==> config.mk <==
export PLATFORM = sky130hd
export DESIGN_NAME = mips_dmem_ctrl_flat
export DESIGN_NICKNAME = d
export VERILOG_FILES = /design/src/rtl/mips_dmem_ctrl_if.sv /design/src/rtl/mips_dmem_ctrl.sv /design/src/flat_wrapper.sv
export SDC_FILE = /design/constraint.sdc
export NUM_CORES = 2
export LEC_CHECK = 0
export BUFFER_PORTS_ARGS = -buffer_cell sky130_fd_sc_hd__buf_4
export CAP_MARGIN = 40
export CORE_ASPECT_RATIO = 0.7
export CORE_MARGIN = 2
export CORE_UTILIZATION = 55
export DETAILED_ROUTE_END_ITERATION = 10
export PLACE_DENSITY_LB_ADDON = 0.25
export SYNTH_ARGS = -nofsm -noshare
export SYNTH_HDL_FRONTEND = slang
export SYNTH_SLANG_ARGS = --single-unit
==> constraint.sdc <==
create_clock -name clk -period 9.42 [get_ports clk]
set_input_delay 0.942 -clock clk [delete_from_list [all_inputs] [get_ports clk]]
set_output_delay 0.942 -clock clk [all_outputs]
set_load 0.05 [all_outputs]
==> src/rtl/mips_dmem_ctrl_if.sv <==
// Request/response bus between the MIPS MEM stage and the data-memory controller.
interface mips_dmem_ctrl_if #(
   parameter int unsigned DATA_W = 32
);
   localparam int unsigned BE_W = DATA_W / 8;

   logic              req_valid;
   logic              req_ready;
   logic              req_we;
   logic [31:0]       req_addr;
   logic [DATA_W-1:0] req_wdata;
   logic [BE_W-1:0]   req_be;
   logic              resp_valid;
   logic [DATA_W-1:0] resp_rdata;
   logic              resp_err;
   logic              busy;

   modport master (
      output req_valid, req_we, req_addr, req_wdata, req_be,
      input  req_ready, resp_valid, resp_rdata, resp_err, busy
   );

   modport slave (
      input  req_valid, req_we, req_addr, req_wdata, req_be,
      output req_ready, resp_valid, resp_rdata, resp_err, busy
   );
endinterface

==> src/rtl/mips_dmem_ctrl.sv <==
// Word-addressed data memory with valid/ready handshake, wait states and error reporting.
// Byte-lane stores are enabled by defining DMEM_BYTE_EN_EN.
module mips_dmem_ctrl #(
   parameter int unsigned DATA_W      = 32,
   parameter int unsigned DEPTH       = 64,
   parameter int unsigned WAIT_CYCLES = 2
) (
   input logic             clk,
   input logic             reset,
   mips_dmem_ctrl_if.slave dmem
);
   localparam int unsigned IDX_W   = $clog2(DEPTH);
   localparam int unsigned BE_W    = DATA_W / 8;
   localparam int unsigned CNT_W   = 4;
   localparam int unsigned TOP_LSB = IDX_W + 2;

   typedef enum logic [1:0] {S_IDLE, S_WAIT, S_RESP} state_t;

   state_t            state, state_d;
   logic [CNT_W-1:0]  cnt, cnt_d;
   logic              r_we;
   logic [31:0]       r_addr;
   logic [DATA_W-1:0] r_wdata;
   logic [BE_W-1:0]   r_be;
   logic [DATA_W-1:0] mem [DEPTH];

   logic              accept_c;
   logic              access_c;
   logic              err_c;
   logic [IDX_W-1:0]  idx_c;
   logic [DATA_W-1:0] wmask_c;

   logic              ready_d;
   logic              valid_d;
   logic              busy_d;
   logic              err_d;
   logic [DATA_W-1:0] rdata_d;

   assign accept_c = dmem.req_valid && dmem.req_ready;
   assign access_c = (state == S_WAIT) && (cnt == '0);
   assign idx_c    = r_addr[IDX_W+1:2];
   assign err_c    = (r_addr[1:0] != 2'b00) || ((r_addr >> TOP_LSB) != 32'd0);

`ifdef DMEM_BYTE_EN_EN
   always_comb begin
      wmask_c = '0;
      for (int i = 0; i < int'(BE_W); i++) begin
         wmask_c[8*i +: 8] = {8{r_be[i]}};
      end
   end
`else
   logic unused_be_c;
   assign unused_be_c = ^r_be;
   assign wmask_c     = '1;
`endif

   // State register
   always_ff @(posedge clk or negedge reset) begin
      if (!reset) begin
         state <= S_IDLE;
         cnt   <= '0;
      end else begin
         state <= state_d;
         cnt   <= cnt_d;
      end
   end

   // Next-state logic
   always_comb begin
      state_d = state;
      cnt_d   = cnt;
      unique case (state)
         S_IDLE: begin
            if (accept_c) begin
               state_d = S_WAIT;
               cnt_d   = CNT_W'(WAIT_CYCLES);
            end
         end
         S_WAIT: begin
            if (cnt != '0) cnt_d   = cnt - CNT_W'(1);
            else           state_d = S_RESP;
         end
         S_RESP: begin
            if (accept_c) begin
               state_d = S_WAIT;
               cnt_d   = CNT_W'(WAIT_CYCLES);
            end else begin
               state_d = S_IDLE;
            end
         end
         default: state_d = S_IDLE;
      endcase
   end

   // Output logic: next values of the registered outputs
   always_comb begin
      ready_d = (state_d != S_WAIT);
      valid_d = (state_d == S_RESP);
      busy_d  = (state_d == S_WAIT);
      err_d   = 1'b0;
      rdata_d = '0;
      if (access_c) begin
         err_d = err_c;
         if (!r_we && !err_c) rdata_d = mem[idx_c];
      end
   end

   always_ff @(posedge clk or negedge reset) begin
      if (!reset) begin
         dmem.req_ready  <= 1'b1;
         dmem.resp_valid <= 1'b0;
         dmem.busy       <= 1'b0;
         dmem.resp_err   <= 1'b0;
         dmem.resp_rdata <= '0;
      end else begin
         dmem.req_ready  <= ready_d;
         dmem.resp_valid <= valid_d;
         dmem.busy       <= busy_d;
         dmem.resp_err   <= err_d;
         dmem.resp_rdata <= rdata_d;
      end
   end

   // Request capture on handshake
   always_ff @(posedge clk or negedge reset) begin
      if (!reset) begin
         r_we    <= 1'b0;
         r_addr  <= '0;
         r_wdata <= '0;
         r_be    <= '0;
      end else if (accept_c) begin
         r_we    <= dmem.req_we;
         r_addr  <= dmem.req_addr;
         r_wdata <= dmem.req_wdata;
         r_be    <= dmem.req_be;
      end
   end

   // Array is not reset; the write lands on the edge entering RESP
   always_ff @(posedge clk) begin
      if (access_c && r_we && !err_c) begin
         mem[idx_c] <= (mem[idx_c] & ~wmask_c) | (r_wdata & wmask_c);
      end
   end
endmodule

==> src/flat_wrapper.sv <==
// flat-port wrapper written by rule: the top's interface ports become plain ports
module mips_dmem_ctrl_flat 
#(
   parameter int unsigned DATA_W      = 32,
   parameter int unsigned DEPTH       = 64,
   parameter int unsigned WAIT_CYCLES = 2
)
  (clk, reset, dmem_req_valid, dmem_req_we, dmem_req_addr, dmem_req_wdata, dmem_req_be, dmem_req_ready, dmem_resp_valid, dmem_resp_rdata, dmem_resp_err, dmem_busy);
  mips_dmem_ctrl_if #(.DATA_W(DATA_W)) dmem_i ();
  input logic clk;
  input logic reset;
  input wire logic [$bits(dmem_i.req_valid)-1:0] dmem_req_valid;
  input wire logic [$bits(dmem_i.req_we)-1:0] dmem_req_we;
  input wire logic [$bits(dmem_i.req_addr)-1:0] dmem_req_addr;
  input wire logic [$bits(dmem_i.req_wdata)-1:0] dmem_req_wdata;
  input wire logic [$bits(dmem_i.req_be)-1:0] dmem_req_be;
  output wire logic [$bits(dmem_i.req_ready)-1:0] dmem_req_ready;
  output wire logic [$bits(dmem_i.resp_valid)-1:0] dmem_resp_valid;
  output wire logic [$bits(dmem_i.resp_rdata)-1:0] dmem_resp_rdata;
  output wire logic [$bits(dmem_i.resp_err)-1:0] dmem_resp_err;
  output wire logic [$bits(dmem_i.busy)-1:0] dmem_busy;
  assign dmem_i.req_valid = dmem_req_valid;
  assign dmem_i.req_we = dmem_req_we;
  assign dmem_i.req_addr = dmem_req_addr;
  assign dmem_i.req_wdata = dmem_req_wdata;
  assign dmem_i.req_be = dmem_req_be;
  assign dmem_req_ready = dmem_i.req_ready;
  assign dmem_resp_valid = dmem_i.resp_valid;
  assign dmem_resp_rdata = dmem_i.resp_rdata;
  assign dmem_resp_err = dmem_i.resp_err;
  assign dmem_busy = dmem_i.busy;
  mips_dmem_ctrl #(.DATA_W(DATA_W), .DEPTH(DEPTH), .WAIT_CYCLES(WAIT_CYCLES)) u_core (.clk(clk), .reset(reset), .dmem(dmem_i));
endmodule
# Yosys cells after proc, flatten, opt, wreduce, memory -nomap -nowiden
# Memory sizes are Yosys's and may differ from the RTL's.
# Cells that the tools add are included.
# word_totals
mem_bits_rw	2048
elab_cells	47
memories	1
input_bits	72
reg_bits	107
output_inout_bits	36
# classes
n_addsub	1
muxes	12
n_reduce_logical	16
n_eq_ne	7
# memory_table
memory	words	width	read_ports	rd_ports_with_merged_regs	write_ports	line	rtl
u_core.mem	64	32	1	0	1	mips_dmem_ctrl.sv:25	logic [DATA_W-1:0] mem [DEPTH];
# ops
op	n
$mux W32	2
$reduce_bool A32 Y1	1
$mux W4	2
$pmux W4 S2	1
$pmux W2 S3	1
$logic_and A1 B1 Y1	5
$eq A2 B1 Y1 const B	2
$eq A2 B2 Y1 const B	2
$logic_not A4 Y1	1
$mux W1	4
$mux W2	2
$ne A2 B1 Y1 const B	2
$reduce_bool A2 Y1	2
$reduce_bool A4 Y1	1
$sub A4 B1 Y4 const B	1
$reduce_and A3 Y1	1
$logic_not A1 Y1	2
$logic_not A2 Y1	1
$ne A2 B2 Y1 const B	1
$reduce_or A2 Y1	1
$logic_or A1 B1 Y1	1

# Longest topological paths before layout
# logic_depth
word_depth	6
depth_mapped	12
mapped_depth_nobuf	8

# Worst setup path before layout
# No wires, ideal clock.
# synth_path
path_kind	reg2reg
from	register u_core.r_addr[4]
to	memory u_core.mem[12][0] (enable)
required_ps	8999
arrival_time_ps	3039
path_buffers	6
synth_period_minus_slack_ps	3460
setup_ps	421
stages_incl_launch_ff	9
setup_slack_ps	5960
cell_sequence	dfrtp_1 > buf_6 > buf_4 > buf_4 > buf_4 > buf_2 > buf_2 > nand3_1 > nor2_1
# synth_lines
element	line	rtl
start: declaration	mips_dmem_ctrl.sv:22	logic [31:0] r_addr;
start signal: assignment	mips_dmem_ctrl.sv:133	r_addr <= dmem.req_addr;
end: declaration	mips_dmem_ctrl.sv:25	
# Straight into the memory's write port.

# Final worst setup path
# layout_path
from	register u_core.r_addr[3]
to	register u_core.dmem.resp_rdata[16]
# layout_via
elab_chain_cells	3
# layout_rtl
element	line	rtl
$mem_v2 Z64 W32	n/a	
$mux W32	mips_dmem_ctrl.sv:104	if (!r_we && !err_c) rdata_d = mem[idx_c];
$mux W32	mips_dmem_ctrl.sv:102	if (access_c) begin
via u_core.rdata_d[16]	mips_dmem_ctrl.sv:37	logic [DATA_W-1:0] rdata_d;
end signal: assignment	mips_dmem_ctrl.sv:120	dmem.resp_rdata <= rdata_d;
end: declaration	mips_dmem_ctrl_if.sv:25	output req_ready, resp_valid, resp_rdata, resp_err, busy
# The timed path passes the listed nets, and every way through them passes these cells.
# A chain may end at the register's enable or synchronous reset.

==> metrics <==
Startpoint Class flop; Detailed Route Iter0 Violations ~9400; Crit Path Category reg2reg; Multi-input gate area 16900 um2; first-pass detailed-route iteration total 8; status finished, final reports clean; DRC 0; final hold slack 0.133 ns; Critical Path End Type flop; share of cells above drive strength 1 0.231; number of synthesized flops with an enable pin between 2000 and 2500; Slew HR 0.262; hpwl dp 147 mm; P_int ~0.019 W; die width 467 um; Setup Skew 0.0383 ns; Initial Util 0.556; ys async rst share 0.0497; std cell rows 118; FF/Latch Area 64200 um2; Remaining Overflow, GRT 0; quantity of gates resized following cts 0; Final nets 4624; cells after synthesis between 4000 and 5000; maximum root-to-sink buffer count 3; f_max between 200 and 250 MHz; Max FO, Critical Path 87; Total Wirelength ~260 mm; Worst Max-Slew Pin Slew 1.11 ns; syn nets 4405; Worst Path Required 10.04 ns; non-filler instance count after layout 6686; htree depth 4; r2r setup slk between 4 and 5 ns; first-pass GRT wire length 353 mm; Syn Area/Cell 19.0 um2; setup TNS 0 ns; dominant synthesized flop cell edfxtp_1; antenna viol nets, final 0; min cycle time layout between 4 and 5 ns; sequential cell area fraction in the yosys report 0.778; final hold vios 0; Comb power frac 0.322; largest net degree at the start of global routing 90; Switching Fraction 0.360; clk slew on worst S/H paths 0.07 ns; Via Count 47400; Setup Viol. Count Final 0; GP Congestion 0.888; vias in the first global route 44300; Cell Area, Synth roughly 80000 um2; IO Count 108; #FFs+latches synth 2155; Netlist cell types 79; Skew-Pair Late Insertion Delay 0.84 ns; Fill cells 10400; die area 153000 um2; wire per inst 38.5 um; unrepaired setup endpoints after global routing no; initial antenna violation count 10; I/O Buffers 103; Critical Path AT 5.62 ns; clock network fraction of total power 0.252; clk root buf clkbuf_16; Max Cap Viol 0; post-placement cell count 6327; commonest non-fill, non-tap cell in the layout edfxtp_1; die height roughly 330 um; total setup buffers inserted after CTS 0; maximum vdd ir drop 0.399 mV; pins over their slew limit 0; switching power 0.0105 W; Tcrit/Tclk final 0.531; most frequent cells in the layout edfxtp_1, o22ai_1, buf_4, mux4_2; sequential share of power 0.425; drt via density 7.09; Num Clock Sinks 2155; CTS tree done; core area 148000 um2; Layout area overhead 11.6%; Global Route Usage Sum 0.335; CTS Buf Count 185; PD cells 317 nW/um2; cts hold-fix bufs 0; HP Class in2async; synth warn 0; Leak 29.3 nW
power groups by stage:
stage / combinational, W / clock (W) / sequential (W)
floorplan: 0.00492 / 0 / 0.0130
global placement: 0.00843 / 0 / 0.0128
detailed placement: 0.00895 / 0 / 0.0126
CTS: 0.00898 / 0.00737 / 0.0124
global route: 0.00960 / 0.00775 / 0.0124
finish: 0.00942 / 0.00737 / 0.0124
registers in the layout, summed over array words and instances, names as in the netlist:
signal,cells
u_core.r_wdata,32
u_core.mem,2048
u_core.dmem.resp_rdata,32
u_core.r_we,1
u_core.dmem.resp_err,1
u_core.dmem.req_ready,1
u_core.dmem.busy,1
u_core.dmem.resp_valid,1
u_core.cnt,4
u_core.state,2
u_core.r_addr,32
Yosys cell counts (all sizes together), types with 4 or more instances:
library cell,number,area (um2)
mux2i,173,1730
nand2,126,478
buf,207,1580
o31ai,4,30.0
inv,7,26.3
a21oi,133,666
mux4,197,4460
or3,5,31.3
and3,13,81.3
nor3,21,121
o22ai,287,1800
a211oi,30,230
nand3,27,148
and2,4,27.5
a222oi,6,60.1
dfrtp,106,2650
o21ai,149,746
a22oi,50,375
a2111oi,8,114
o221ai,131,1150
a22o,10,87.6
a221oi,24,210
nand2b,5,31.3
a31oi,10,62.6
and4,9,78.8
a211o,5,43.8
nor4,17,106
a2bb2oi,15,131
clkbuf,77,290
edfxtp,2048,61500
nor2,159,597
o32ai,11,96.3
o211ai,9,67.6
mux2,191,2150
o22a,11,96.3
final timing paths:
path | start | depth (start not counted) | to
worst min-delay path | reset | 1 | u_core.state[0]$_DFF_PN0_
worst max register to register | u_core.r_addr[3]$_DFFE_PN0P_ | 7 | u_core.dmem.resp_rdata[16]$_DFF_PN0_
max in group asynchronous | reset | 3 | u_core.r_addr[3]$_DFFE_PN0P_
worst max-delay path | u_core.r_addr[3]$_DFFE_PN0P_ | 7 | u_core.dmem.resp_rdata[16]$_DFF_PN0_
min in group clk | dmem_req_addr[5] | 2 | u_core.r_addr[5]$_DFFE_PN0P_
worst min register to register | u_core.r_wdata[16]$_DFFE_PN0P_ | 0 | u_core.mem[7][16]$_DFFE_PP_
area by class of cell:
class                   count  share of cell area
clock buffers             246              0.0548
multi-input cells        1886               0.184
well taps                1980              0.0269
inverters                   7            0.000326
diodes                      5            0.000136
flip-flops and latches   2155               0.698
repair buffers            316              0.0288
clock inverters            91             0.00707
worst max-delay path: stages (launching register included):
cell	delay [ns]
dfrtp_4	0.85
buf_4	0.74
buf_12	0.50
mux4_2	0.37
o22ai_1	0.08
nor3_1	0.58
nand3_1	0.54
a2111oi_2	0.88
metal layers:
metal  global-route usage  up-vias  wire, um
li1                     -    18300         -
met1                0.487    24400     96300
met2                0.459     4199    108000
met3                0.141      523     44800
met4                0.106       10      8460
met5                    0        -        69
stage by stage:
| step | setup slack [ns] | total power (W) | area, um2 | utilization |
|---|---|---|---|---|
| global route | 4.43 | 0.0298 | 92000 | 0.620 |
| floorplan | 5.96 | 0.0179 | 82500 | - |
| detailed placement | 4.63 | 0.0216 | 86200 | 0.581 |
| finish | 4.42 | 0.0292 | 92000 | 0.620 |
| CTS | 4.60 | 0.0288 | 91900 | 0.619 |
| global placement | 4.36 | 0.0213 | 85800 | 0.578 |
kinds of logic (layout without fill, tap and decap cells):
| kind of cell | after synthesis | after routing | share of synthesized area |
|---|---|---|---|
| AOI/OAI and AO/OA | 908 | 908 | 0.0740 |
| DFF | 2155 | 2155 | 0.778 |
| adders and majority gates | 1 | 1 | 0.000152 |
| xor gates and xnor gates | 3 | 3 | 0.000319 |
| muxes | 561 | 561 | 0.101 |
| and+or+nand+nor | 413 | 413 | 0.0231 |
| buffers and inverters | 291 | 660 | 0.0230 |
| other | 0 | 5 | 0 |
Power figures use the tool's default switching activity.
